File: config.mk
export PLATFORM = sky130hd
export DESIGN_NAME = detector_jogada
export DESIGN_NICKNAME = d
export VERILOG_FILES = /design/src/rtl/detector_jogada.sv
export SDC_FILE = /design/constraint.sdc
export NUM_CORES = 1
export LEC_CHECK = 0
export ABC_CLOCK_PERIOD_IN_PS = 2100
export CAP_MARGIN = 20
export CORE_MARGIN = 4
export CORE_UTILIZATION = 45
export DETAILED_ROUTE_END_ITERATION = 12
export PLACE_DENSITY = 0.7
export SKIP_LAST_GASP = 1
export SYNTH_ARGS = -nofsm -noshare
export SYNTH_HDL_FRONTEND = slang
export SYNTH_SLANG_ARGS = --single-unit
File: constraint.sdc
create_clock -name clock -period 2.1 [get_ports clock]
set_input_delay 0.315 -clock clock [delete_from_list [all_inputs] [get_ports clock]]
set_output_delay 0.315 -clock clock [all_outputs]
set_load 0.05 [all_outputs]
File: src/rtl/detector_jogada.sv
// detector_jogada: switch-input front end for the game FSM.
// Debounces the 4-bit `chaves` input and accepts a press only when exactly
// one switch is held. Each accepted press latches `jogada` and emits one
// `jogada_feita` strobe. A new play is not taken until all switches have
// been released and stayed released for DEBOUNCE_CYCLES cycles.
//
// Optional build macro JOGADA_PRIORIDADE_EN: a stable multi-bit press is
// resolved to its lowest-indexed set bit instead of being rejected, and
// `jogada_invalida` stays at 0.
module detector_jogada #(
  parameter int DEBOUNCE_CYCLES = 3,
  parameter int CNT_W           = 4
) (
  input  logic       clock,
  input  logic       reset,
  input  logic       habilita,
  input  logic       limpa,
  input  logic [3:0] chaves,
  output logic [3:0] jogada,
  output logic       jogada_feita,
  output logic       jogada_invalida,
  output logic       tem_jogada,
  output logic [3:0] db_estado
);

  typedef enum logic [3:0] {
    ESPERA       = 4'd0,
    FILTRA       = 4'd1,
    VALIDA       = 4'd2,
    SOLTA        = 4'd3,
    FILTRA_SOLTA = 4'd4
  } estado_t;

  // Terminal count of the stability counter; the counter stops here.
  localparam logic [CNT_W-1:0] CNT_MAX = CNT_W'(DEBOUNCE_CYCLES - 1);
  localparam logic [CNT_W-1:0] CNT_UM  = CNT_W'(1);

  estado_t          estado;
  logic [CNT_W-1:0] cnt;
  logic [3:0]       amostra;

`ifdef JOGADA_PRIORIDADE_EN
  // Isolates the lowest-indexed set bit (two's-complement trick).
  function automatic logic [3:0] bit_menor(input logic [3:0] v);
    return v & (~v + 4'd1);
  endfunction
`else
  // True when exactly one bit of v is set.
  function automatic logic eh_one_hot(input logic [3:0] v);
    return (v != 4'd0) && ((v & (v - 4'd1)) == 4'd0);
  endfunction
`endif

  // The state code doubles as the debug display value; it is already a register.
  assign db_estado = estado;

  // Debounce FSM with registered play, strobes and activity flag.
  always_ff @(posedge clock) begin
    if (reset) begin
      estado          <= ESPERA;
      cnt             <= '0;
      amostra         <= '0;
      jogada          <= '0;
      jogada_feita    <= 1'b0;
      jogada_invalida <= 1'b0;
      tem_jogada      <= 1'b0;
    end else begin
      // Strobes default low so they can only last the single VALIDA cycle.
      jogada_feita    <= 1'b0;
      jogada_invalida <= 1'b0;
      tem_jogada      <= |chaves;

      // Clear first; an accept in VALIDA below overrides it on the same edge.
      if (limpa) begin
        jogada <= '0;
      end

      case (estado)
        ESPERA: begin
          if (habilita && (chaves != 4'd0)) begin
            amostra <= chaves;
            cnt     <= '0;
            estado  <= FILTRA;
          end
        end

        FILTRA: begin
          if (chaves == 4'd0) begin
            // Contact bounced open before the press settled.
            estado <= ESPERA;
          end else if (chaves != amostra) begin
            // Pattern still changing: restart the stability window.
            amostra <= chaves;
            cnt     <= '0;
          end else if (cnt == CNT_MAX) begin
            estado <= VALIDA;
          end else begin
            cnt <= cnt + CNT_UM;
          end
        end

        VALIDA: begin
`ifdef JOGADA_PRIORIDADE_EN
          jogada       <= bit_menor(amostra);
          jogada_feita <= 1'b1;
`else
          if (eh_one_hot(amostra)) begin
            jogada       <= amostra;
            jogada_feita <= 1'b1;
          end else begin
            jogada_invalida <= 1'b1;
          end
`endif
          cnt    <= '0;
          estado <= SOLTA;
        end

        SOLTA: begin
          if (chaves == 4'd0) begin
            cnt    <= '0;
            estado <= FILTRA_SOLTA;
          end
        end

        FILTRA_SOLTA: begin
          if (chaves != 4'd0) begin
            // Release bounced: keep waiting for a clean release.
            estado <= SOLTA;
          end else if (cnt == CNT_MAX) begin
            estado <= ESPERA;
          end else begin
            cnt <= cnt + CNT_UM;
          end
        end

        default: begin
          cnt    <= '0;
          estado <= ESPERA;
        end
      endcase
    end
  end

endmodule

# == Word-level counts from Yosys, hierarchy flattened ==
# Index checks and enable logic that the tools add are counted.
# op_classes
n_addsub,2
n_eq_ne,14
muxes,24
n_bitwise,2
reduce_logical,13
# op_table
op,count
2-to-1 mux 4 bit,19
case mux 4 bit (5 select lines),1
case mux 4 bit (4 select lines),1
== test 4 x 2 -> 1 bit (second input constant),3
logical NOT 4 bit,3
!= test 2 bit (second input constant),5
!= test 3 bit (second input constant),3
case mux 4 bit (2 select lines),1
AND reduction 4 bit,2
nonzero test 4 bit,2
AND reduction 5 bit,1
adder 4 x 1 -> 4 bit (second input constant),1
bitwise AND 4 bit,1
== test 4 x 1 -> 1 bit (second input constant),1
== test 4 x 3 -> 1 bit (second input constant),1
!= test 4 bit,1
OR reduction 4 bit,1
subtractor 4 x 1 -> 4 bit (second input constant),1
logical AND 1 bit,2
2-to-1 mux 1 bit,2
nonzero test 2 bit,1
OR reduction 2 bit,1
inverter 1 bit,1
# totals
regBits,19
input_bits,8
output_inout_bits,11

# == Longest topological paths before layout ==
# Gate-level depths: netlist of the first run.
# depth
depth_word,6
mapped_depth,7

# == Worst setup path before layout of the first run ==
# Ideal clock, no wire load.
# synth_timing
kind,register to register
startpoint,register estado[0] (netlist: db_estado[0])
endpoint,register amostra[0]
setup_time_ns,0.128
arrival_ns,1.879
required_time_ns,1.972
setup_slack_ns,0.093
path_stages_with_launch,7
path_buffers,1
period_less_slack_ns,2.007
cell_sequence,dfxtp_1 clkbuf_1 nor3b_1 o41ai_1 a21oi_1 mux2i_1 nor2_1
# synth_via
elab_chain_cells,3
# synth_lines
item,line,source
start: declaration,38,estado_t estado;
start signal: assignment,60,estado <= ESPERA;
start signal: assignment,83,estado <= FILTRA;
start signal: assignment,90,estado <= ESPERA;
== test 4 x 1 -> 1 bit or logical NOT 4 bit (tied branches),78,case (estado)
!= test 2 bit (no line) or nonzero test 2 bit (tied branches),--,
AND reduction 4 bit (no line),--,
end signal: assignment,81,amostra <= chaves;
end signal: assignment,93,amostra <= chaves;
end: declaration,40,logic [3:0] amostra;
# Parallel ways exist; a longest one is shown, timed or not.
# A chain may end at the register's enable or synchronous reset.

# == Worst setup path in the final report of the first run ==
# layout_timing
startpoint,input chaves[2]
endpoint,register cnt[3]
# layout_via
elab_chain_cells,4
# layout_lines
item,line,source
start: declaration,18,"input logic [3:0] chaves,"
!= test 4 bit or nonzero test 4 bit (tied branches),"91, 80, 126",
2-to-1 mux 4 bit or logical AND 1 bit (tied branches),"91, 80",
2-to-1 mux 4 bit or != test 2 bit (tied branches),--,
case mux 4 bit (4 select lines) or AND reduction 4 bit (tied branches),--,
end signal: assignment,98,cnt <= cnt + CNT_UM;
end signal: assignment,132,cnt <= cnt + CNT_UM;
end: declaration,39,logic [CNT_W-1:0] cnt;
# Parallel ways exist; a longest one is shown, timed or not. The select of a mux whose other input is x is not followed.

==> flow_summary_export.csv, run 1 <==
group,metric,value,unit
status,status,"finished clean",
worst_setup_path,worstPathRequired,2290,ps
die,die_area,3080,um^2
drt,via_per_inst,5.62,
clocking,postCtsHoldBufs,0,
drt,drt-initial-drc-count,30,
clocking,cts_max_level,1,
placed_design,pre_cts_slack,-228,ps
final_layout,diodes,0,
timing,hold_slack,492,ps
timing,tightestPinTransition,505,ps
logic_synthesis,synth-compound-area-share,20.8,%
logic_synthesis,synthArstFlopShare,0,%
drt,drc,0,
drt,antenna_left,0,
placed_design,gp_congestion,0.889,
timing,fin_crit,1990,ps
timing,hold_viol_final,0,
die,num_io_pins,19,
global_routing,antenna_found_initial,0,
final_layout,layout.cells.non_filler,169,
timing,skew,4.85,ps
timing,rsz0062_at_grt,"yes",
logic_synthesis,yosys_warnings,0,
clocking,cts_setup_buffers,0,
drt,wl_met2,1160,um
drt,wl_met3,129,um
run,cap_viol_max_count,0,
logic_synthesis,netlist_area,1020,um^2
worst_hold_path,hp-class,"reg2reg",
logic_synthesis,muxShareOfSynthArea,7.02,%
placed_design,placed_area,1260,um^2
final_layout,most-common-layout-cells,"18 x nor2_1, 18 x dfxtp_1, 15 x clkdlybuf4s50_1",
power,vdd_drop_max,0.447,mV
timing,max_freq,0.503,GHz
logic_synthesis,ys_seq_area_share,35.5,%
worst_setup_path,path_max_fanout,6,
drt,met1Wirelength,1000,um
clocking,clock_latency,290,ps
logic_synthesis,synth_edf_count,0,
worst_setup_path,end_kind,"flop",
timing,fin_crit_sh,94.7,%
drt,top_layer,"met4",
die,die_w,55.5,um
die,num_rows,16,
worst_setup_path,cp_cell_sequence,"clkdlybuf4s50_1, buf_4, nor4_1, nor2_1, o311ai_4, nor3_1, a221o_1",
logic_synthesis,synthXorXnorAreaFrac,4.31,%
final_layout,layout-area-overhead-vs-synth,27.1,%
die,initial_utilization,49.8,%
final_layout,final_cell_area,1290,um^2
placed_design,post-place-cells,166,
power,p_total,0.771,mW
clocking,cts_buffer_depth,2,
logic_synthesis,synth.distinct_cells,39,
timing,slew_violations,0,
clocking,cts_root_buf,"clkbuf_4",
worst_setup_path,cp_data_arrival_time,2180,ps
worst_setup_path,cp_slowest_cell,"clkdlybuf4s50_1",
placed_design,dp_hpwl,1830,um
clocking,cts_resized,0,
timing,setup_tns,0,ps
global_routing,grt_max_degree,14,
clocking,numCtsBuffers,3,
timing,maxSlewHeadroom,66.2,%
final_layout,final_nets,154,
worst_setup_path,slowest_delay,420,ps
logic_synthesis,synth_area_per_cell,8.61,um^2
placed_design,io_buffers,17,
drt,wl_per_cell,13.8,um
clocking,cts.sinks,18,
logic_synthesis,synth_top_family_by_area,"simple AND/OR/NAND/NOR gates",
final_layout,fin_util,63.2,%
power,powerDensity,597,nW/um^2
timing,setup_violations,0,
logic_synthesis,synthCells,118,
power,leakage,0.507,nW
logic_synthesis,synth-simple-area-share,25.7,%
drt,drt-total-wl,2330,um
worst_setup_path,startpoint_type,"primary input",
die,die_h,55.5,um
global_routing,grt_pass1_vias,920,
timing,setup_slack,112,ps
global_routing,grt_pass1_wl,4240,um
clocking,cts.clk_slew.worst_paths,100,ps
logic_synthesis,synthAdderAreaFrac,2.46,%
global_routing,grt_use_total,16.7,%
logic_synthesis,synth-seq-cells,18,
worst_setup_path,crit_type,"in2reg",
logic_synthesis,synth_nets,128,
global_routing,overflow,0,
die,core,2040,um^2
drt,vias,950,
final_layout,drive_gt1_share,15.5,%
clocking,cts_tree,"yes",
logic_synthesis,synth_top_flop_cell,"dfxtp_1",
drt,dr.pass1.iters,4,
worst max-delay path: cells and delay by family:
kind            cells  cell delay, ps
compound gates      2             620
simple gates        3             660
buf+inv             2             580
registers in the layout (all words and copies together), names as in the netlist:
| register | flops |
|---|---|
| amostra | 4 |
| cnt | 4 |
| jogada | 4 |
| db_estado | 3 |
| jogada_feita | 1 |
| jogada_invalida | 1 |
| tem_jogada | 1 |
kinds of logic after synthesis:
family,count (synthesis)
and+or+nand+nor,49
AOI/OAI and AO/OA,28
DFF,18
buffers and inverters,8
muxes,7
xor gates and xnor gates,5
adders and majority gates,2
other,1
power by group:
group	total [mW]	internal [mW]	switching, mW
Sequential	0.384	0.358	0.0254
Clock	0.170	0.0668	0.104
Combinational	0.218	0.0929	0.125
Total	0.771	0.518	0.254
layout make-up:
| cell class | instances | area, um^2 |
|---|---|---|
| inverter | 2 | 7.51 |
| timing repair buffer | 27 | 240 |
| fill | 208 | 751 |
| tap | 27 | 33.8 |
| multi-input combinational | 92 | 627 |
| clock buffer | 3 | 22.5 |
| sequential | 18 | 360 |
routing by layer:
layer	vias up	track usage [%]
met2	25	28.4
met4	0	4.86
met3	4	4.20
li1	484	-
met1	437	20.8
met5	-	0
path summary, 6_finish.rpt:
path              slack (ps)  depth (start not counted)   endpoint          from
setup reg to reg         380                          5     cnt[1]  db_estado[2]
hold / removal           490                          2  jogada[3]     jogada[3]
setup / recovery         110                          7     cnt[3]     chaves[2]
hold reg to reg          490                          2  jogada[3]     jogada[3]
synth_stat cells, drive strengths merged (2+ instances only):
library cell	n	area share [%]
dfxtp	18	35
nor2b	6	3.7
nor2	18	6.6
a21oi	5	2.5
inv	2	0.74
o2bb2ai	2	1.7
nor4	2	1.2
nand2	5	1.8
nand3	5	3.4
xor2	5	4.3
clkbuf	3	1.1
and2	2	1.2
nand3b	2	1.5
a31oi	2	1.2
o31ai	2	1.5
buf	3	2.0
mux2i	6	5.9
nor3b	2	1.5
o211ai	2	1.5
nor3	2	0.99
ha	2	2.5
o21ai	6	3.0
or4	3	2.2
No activity file was read; power rests on OpenSTA's default activity.
==> inputs of run 2 (changes only) <==
Settings changed: CORE_UTILIZATION 45 to 35, PLACE_DENSITY 0.7 to unset, SLEW_MARGIN set to 20.
==> run 2 against run 1 <==
Sequential share of layout area fell by 0.32 points. Routed wire length shrank 0.65%. Clock skew about the same. Flip-flop and latch count is the same. Count of clock-buffer cells in the layout stayed put. Final area increased by 1.2%. Largest power group unchanged.
==> flow_summary_export.csv, run 2 (same netlist as run 1, synthesis figures left out) <==
group,metric,value,unit
status,status,"finished clean",
die,num_rows,19,
worst_hold_path,min_from,"jogada[2]",
timing,slew_violations,0,
power,power_frac_comb,28.3,%
worst_setup_path,end_kind,"flop",
timing,setup_slack,71.2,ps
run,cap_viol_max_count,0,
drt,vias,941,
clocking,clock_latency,290,ps
worst_hold_path,hold_path_end,"jogada[2]",
die,num_io_pins,19,
drt,via_per_inst,5.41,
global_routing,grt_pass1_vias,918,
power,leakage,0.511,nW
drt,wl_per_cell,13.3,um
clocking,cts_setup_buffers,0,
final_layout,layout-area-overhead-vs-synth,28.6,%
worst_setup_path,cp_data_arrival_time,2260,ps
final_layout,most-common-layout-cells,"18 x nor2_1, 18 x dfxtp_1, 15 x clkdlybuf4s50_1",
power,seqPwrFrac,49.4,%
power,p_switching,0.255,mW
clocking,cts_tree,"yes",
placed_design,gp_congestion,0.761,
final_layout,reg.largest.list,"amostra x4, cnt x4, jogada x4",
placed_design,io_buffers,17,
die,die_area,3830,um^2
worst_setup_path,startpoint_type,"primary input",
timing,setup_violations,0,
global_routing,grt_pass1_wl,3860,um
clocking,cts_buffer_depth,2,
timing,maxSlewHeadroom,66.4,%
power,p_int,0.521,mW
drt,drc,0,
worst_hold_path,hp-class,"reg2reg",
die,initial_utilization,36.8,%
die,die_h,61.9,um
worst_hold_path,hold_depth,2,
global_routing,overflow,0,
worst_setup_path,r2r_cells,5,
power,swShare,32.8,%
worst_setup_path,r2r-start,"db_estado[2]",
timing,fin_crit,2030,ps
worst_setup_path,r2r-end,"cnt[1]",
final_layout,drive_gt1_share,16.1,%
final_layout,diodes,0,
clocking,cts_root_buf,"clkbuf_4",
timing,max_freq,0.493,GHz
die,die_w,61.9,um
clocking,cts.clk_slew.worst_paths,100,ps
timing,hold_viol_final,0,
power,vdd_drop_max,0.538,mV
die,core,2760,um^2
final_layout,final_nets,155,
timing,skew,5.32,ps
power,p_total,0.776,mW
timing,tightestPinTransition,503,ps
power,powerDensity,594,nW/um^2
power,clock_power_share,22.3,%
timing,rsz0062_at_grt,"no",
timing,fin_crit_sh,96.6,%
global_routing,antenna_found_initial,0,
drt,dr.pass1.iters,4,
drt,drt-total-wl,2310,um
placed_design,pre_cts_slack,-234,ps
worst_setup_path,worstPathRequired,2330,ps
worst_setup_path,crit_type,"in2reg",
worst_setup_path,rrSetupSlack,370,ps
timing,setup_tns,0,ps
drt,drt-initial-drc-count,8,
clocking,numCtsBuffers,3,
clocking,cts_max_level,1,
global_routing,grt_use_total,13.6,%
global_routing,grt_max_degree,14,
drt,antenna_left,0,
placed_design,dp_hpwl,1810,um
worst_setup_path,path_max_fanout,5,
clocking,cts.sinks,18,
-- run 2: final cells by class --
class                   count  area, um^2
inverters                   2        7.51
repair buffers             28         248
clock buffers               3        22.5
flip-flops and latches     18         360
fillers                   276        1450
multi-input cells          92         629
well taps                  31        38.8
-- run 2: how the worst max path moves through the flow --
stage                       to          from  slack [ps]  cells past startpoint
global placement        cnt[1]     chaves[2]        -200                      6
CTS                     cnt[1]     chaves[2]          80                      6
detailed placement      cnt[1]     chaves[2]        -230                      6
floorplan           amostra[0]  db_estado[0]          90                      6
global route            cnt[1]     chaves[2]          10                      6
finish                  cnt[1]     chaves[2]          70                      6
-- run 2: through the flow --
stage,utilization (%),instance area [um^2],hold WS (ps),instances
after global routing,47.4,1310,516,174
after CTS,46.9,1290,500,174
after global placement,46.1,1270,461,171
final,47.4,1310,493,174
after detailed placement,46.1,1270,475,171
after floorplan,-,1020,462,118
-- run 2: layer usage --
| layer | track usage (%) | vias up | part of all wire (%) |
|---|---|---|---|
| li1 | - | 484 | - |
| met1 | 15.2 | 436 | 44 |
| met2 | 24.2 | 17 | 50 |
| met3 | 4.55 | 4 | 3.8 |
| met4 | 4.55 | 0 | 1.3 |
| met5 | 0 | - | 0 |
-- run 2: timing repair --
action	4_1_cts	5_1_grt
resized for setup	0	2
endpoints found under the setup margin	0	2
hold buffers	0	0
-- run 2: power by group through the flow --
stage	clock, mW	combinational (mW)	sequential (mW)
final	0.173	0.220	0.383
after global routing	0.199	0.238	0.388
after CTS	0.187	0.217	0.383
after detailed placement	0	0.216	0.391
after global placement	0	0.214	0.390
after floorplan	0	0.116	0.412
-- run 2: critical path: stages --
cell and delay [ps]:
clkdlybuf4s50_1 420, or4_1 630, nand3_2 150, o311ai_4 120
or4_1 480, a21oi_1 150
==> inputs of run 3 (changes only) <==
Settings changed: CORE_UTILIZATION 35 to 30, SKIP_LAST_GASP 1 to unset.
==> run 3 against run 2 <==
Worst setup slack got worse by 7.0 ps. Core utilization fell by 3.5 points. Flip-flop and latch count did not move. Count of clock-buffer cells in the layout rose by 1. Global-route usage fell by 1.4 points. Via count rose by 5.5%. Clock skew rose by 12 ps. Sequential share of layout area fell by 1.5 points. Largest cell class unchanged. Critical path type unchanged. Final area rose by 5.9%. Routed wire length rose by 2.5%.
==> flow_summary_export.csv, run 3 (same netlist as run 1, synthesis figures left out) <==
group,metric,value,unit
worst_setup_path,slowest_delay,640,ps
final_layout,layout-area-overhead-vs-synth,36.2,%
die,num_io_pins,19,
global_routing,antenna_found_initial,0,
clocking,cts.sinks,18,
drt,dr.pass1.iters,4,
worst_setup_path,end_kind,"flop",
drt,vias,993,
clocking,cts.clk_slew.worst_paths,120,ps
timing,tightestPinTransition,499,ps
timing,fin_crit_sh,96.9,%
worst_setup_path,cp_data_arrival_time,2280,ps
clocking,clock_latency,300,ps
power,vdd_drop_max,0.352,mV
worst_setup_path,worstPathRequired,2350,ps
clocking,cts_setup_buffers,0,
worst_setup_path,cpMostUsedCell,"or4_1",
clocking,cts_tree,"yes",
placed_design,dp_hpwl,1890,um
worst_setup_path,cp_slowest_cell,"or4_1",
global_routing,grt_use_total,12.2,%
die,die_area,4380,um^2
die,die_h,66.2,um
final_layout,diodes,0,
timing,maxSlewHeadroom,66.6,%
final_layout,layout_commonest_cell,"buf_4",
die,core,3150,um^2
timing,setup_violations,0,
drt,via_per_inst,5.07,
drt,antenna_left,0,
worst_setup_path,path_buf_inv,1,
timing,hold_viol_final,0,
run,cap_viol_max_count,0,
global_routing,overflow,0,
clocking,cts_max_level,1,
clocking,cts_root_buf,"clkbuf_4",
worst_setup_path,crit_type,"in2reg",
worst_hold_path,hp-class,"reg2reg",
drt,drt-total-wl,2370,um
timing,rsz0062_at_grt,"no",
final_layout,drive_gt1_share,19.7,%
drt,wl_per_cell,12.1,um
timing,slew_violations,0,
power,leakage,0.556,nW
timing,max_freq,0.491,GHz
placed_design,gp_congestion,0.808,
clocking,postCtsHoldBufs,0,
final_layout,final_nets,163,
drt,drt-initial-drc-count,22,
worst_setup_path,path_max_fanout,4,
die,initial_utilization,32.2,%
global_routing,grt_pass1_wl,4180,um
global_routing,grt_max_degree,14,
die,num_rows,20,
final_layout,reg.largest.list,"amostra x4, cnt x4, jogada x4",
status,status,"finished clean",
drt,drc,0,
worst_setup_path,startpoint_type,"primary input",
global_routing,grt_pass1_vias,946,
clocking,cts_resized,0,
placed_design,pre_cts_slack,-260,ps
timing,setup_slack,64.2,ps
power,p_total,0.842,mW
timing,fin_crit,2040,ps
timing,skew,16.8,ps
placed_design,io_buffers,17,
clocking,cts_buffer_depth,2,
clocking,numCtsBuffers,3,
worst_setup_path,critical_path.top_delay_family,"simple AND/OR/NAND/NOR gates",
final_layout,most-common-layout-cells,"21 x buf_4, 18 x nor2_1, 18 x dfxtp_1",
worst_setup_path,cp_cell_sequence,"clkdlybuf4s50_1, or4_1, nand3_2, o311ai_4, or4_1, a21oi_1",
power,powerDensity,608,nW/um^2
die,die_w,66.2,um
[run 3: changes by cell type in the layout (fill, tap and decap cells not counted), sizes merged]
cell    change
buf         +8
clkbuf      +1
[run 3: metal layers]
layer  wire, um  track usage, %  up-vias
met5          0               0        -
met4          0            3.81        0
met3         89            3.40        0
met2       1240            21.2       20
met1       1040            14.4      470
li1           -               -      503
[run 3: metrics by stage]
step	setup TNS, ps	cells	hold slack [ps]	utilization [%]	cell area, um^2
2_1_floorplan	0	118	462	-	1020
3_3_place_gp	-925	192	460	42.7	1350
3_5_place_dp	-1190	192	474	42.7	1350
4_1_cts	0	196	496	43.9	1380
5_1_grt	0	196	520	43.9	1380
6_report	0	196	486	43.9	1380
[run 3: worst paths after layout]
kind	from	end	slack, ps	cells past startpoint
max	chaves[2]	cnt[1]	60	6
max reg2reg	db_estado[2]	cnt[1]	350	5
min reg2reg	jogada[3]	jogada[3]	490	2
min	jogada[3]	jogada[3]	490	2
[run 3: cell type report]
| cell class | count | area (um^2) |
|---|---|---|
| timing repair buffer | 36 | 308 |
| sequential | 18 | 360 |
| multi-input combinational | 92 | 617 |
| tap | 44 | 55.1 |
| clock buffer | 4 | 36.3 |
| fill | 345 | 1770 |
| inverter | 2 | 7.51 |
[run 3: power breakdown]
group | switching (mW) | internal [mW]
clock | 0.117 | 0.106
sequential | 0.0257 | 0.358
combinational | 0.124 | 0.112
[run 3: worst reg2reg max path, delay by kind of cell, from the launching register on]
kind	cells	cell delay, ps
AND/OR/NAND/NOR	3	810
flip-flops	1	630
AO/OA/AOI/OAI	2	250
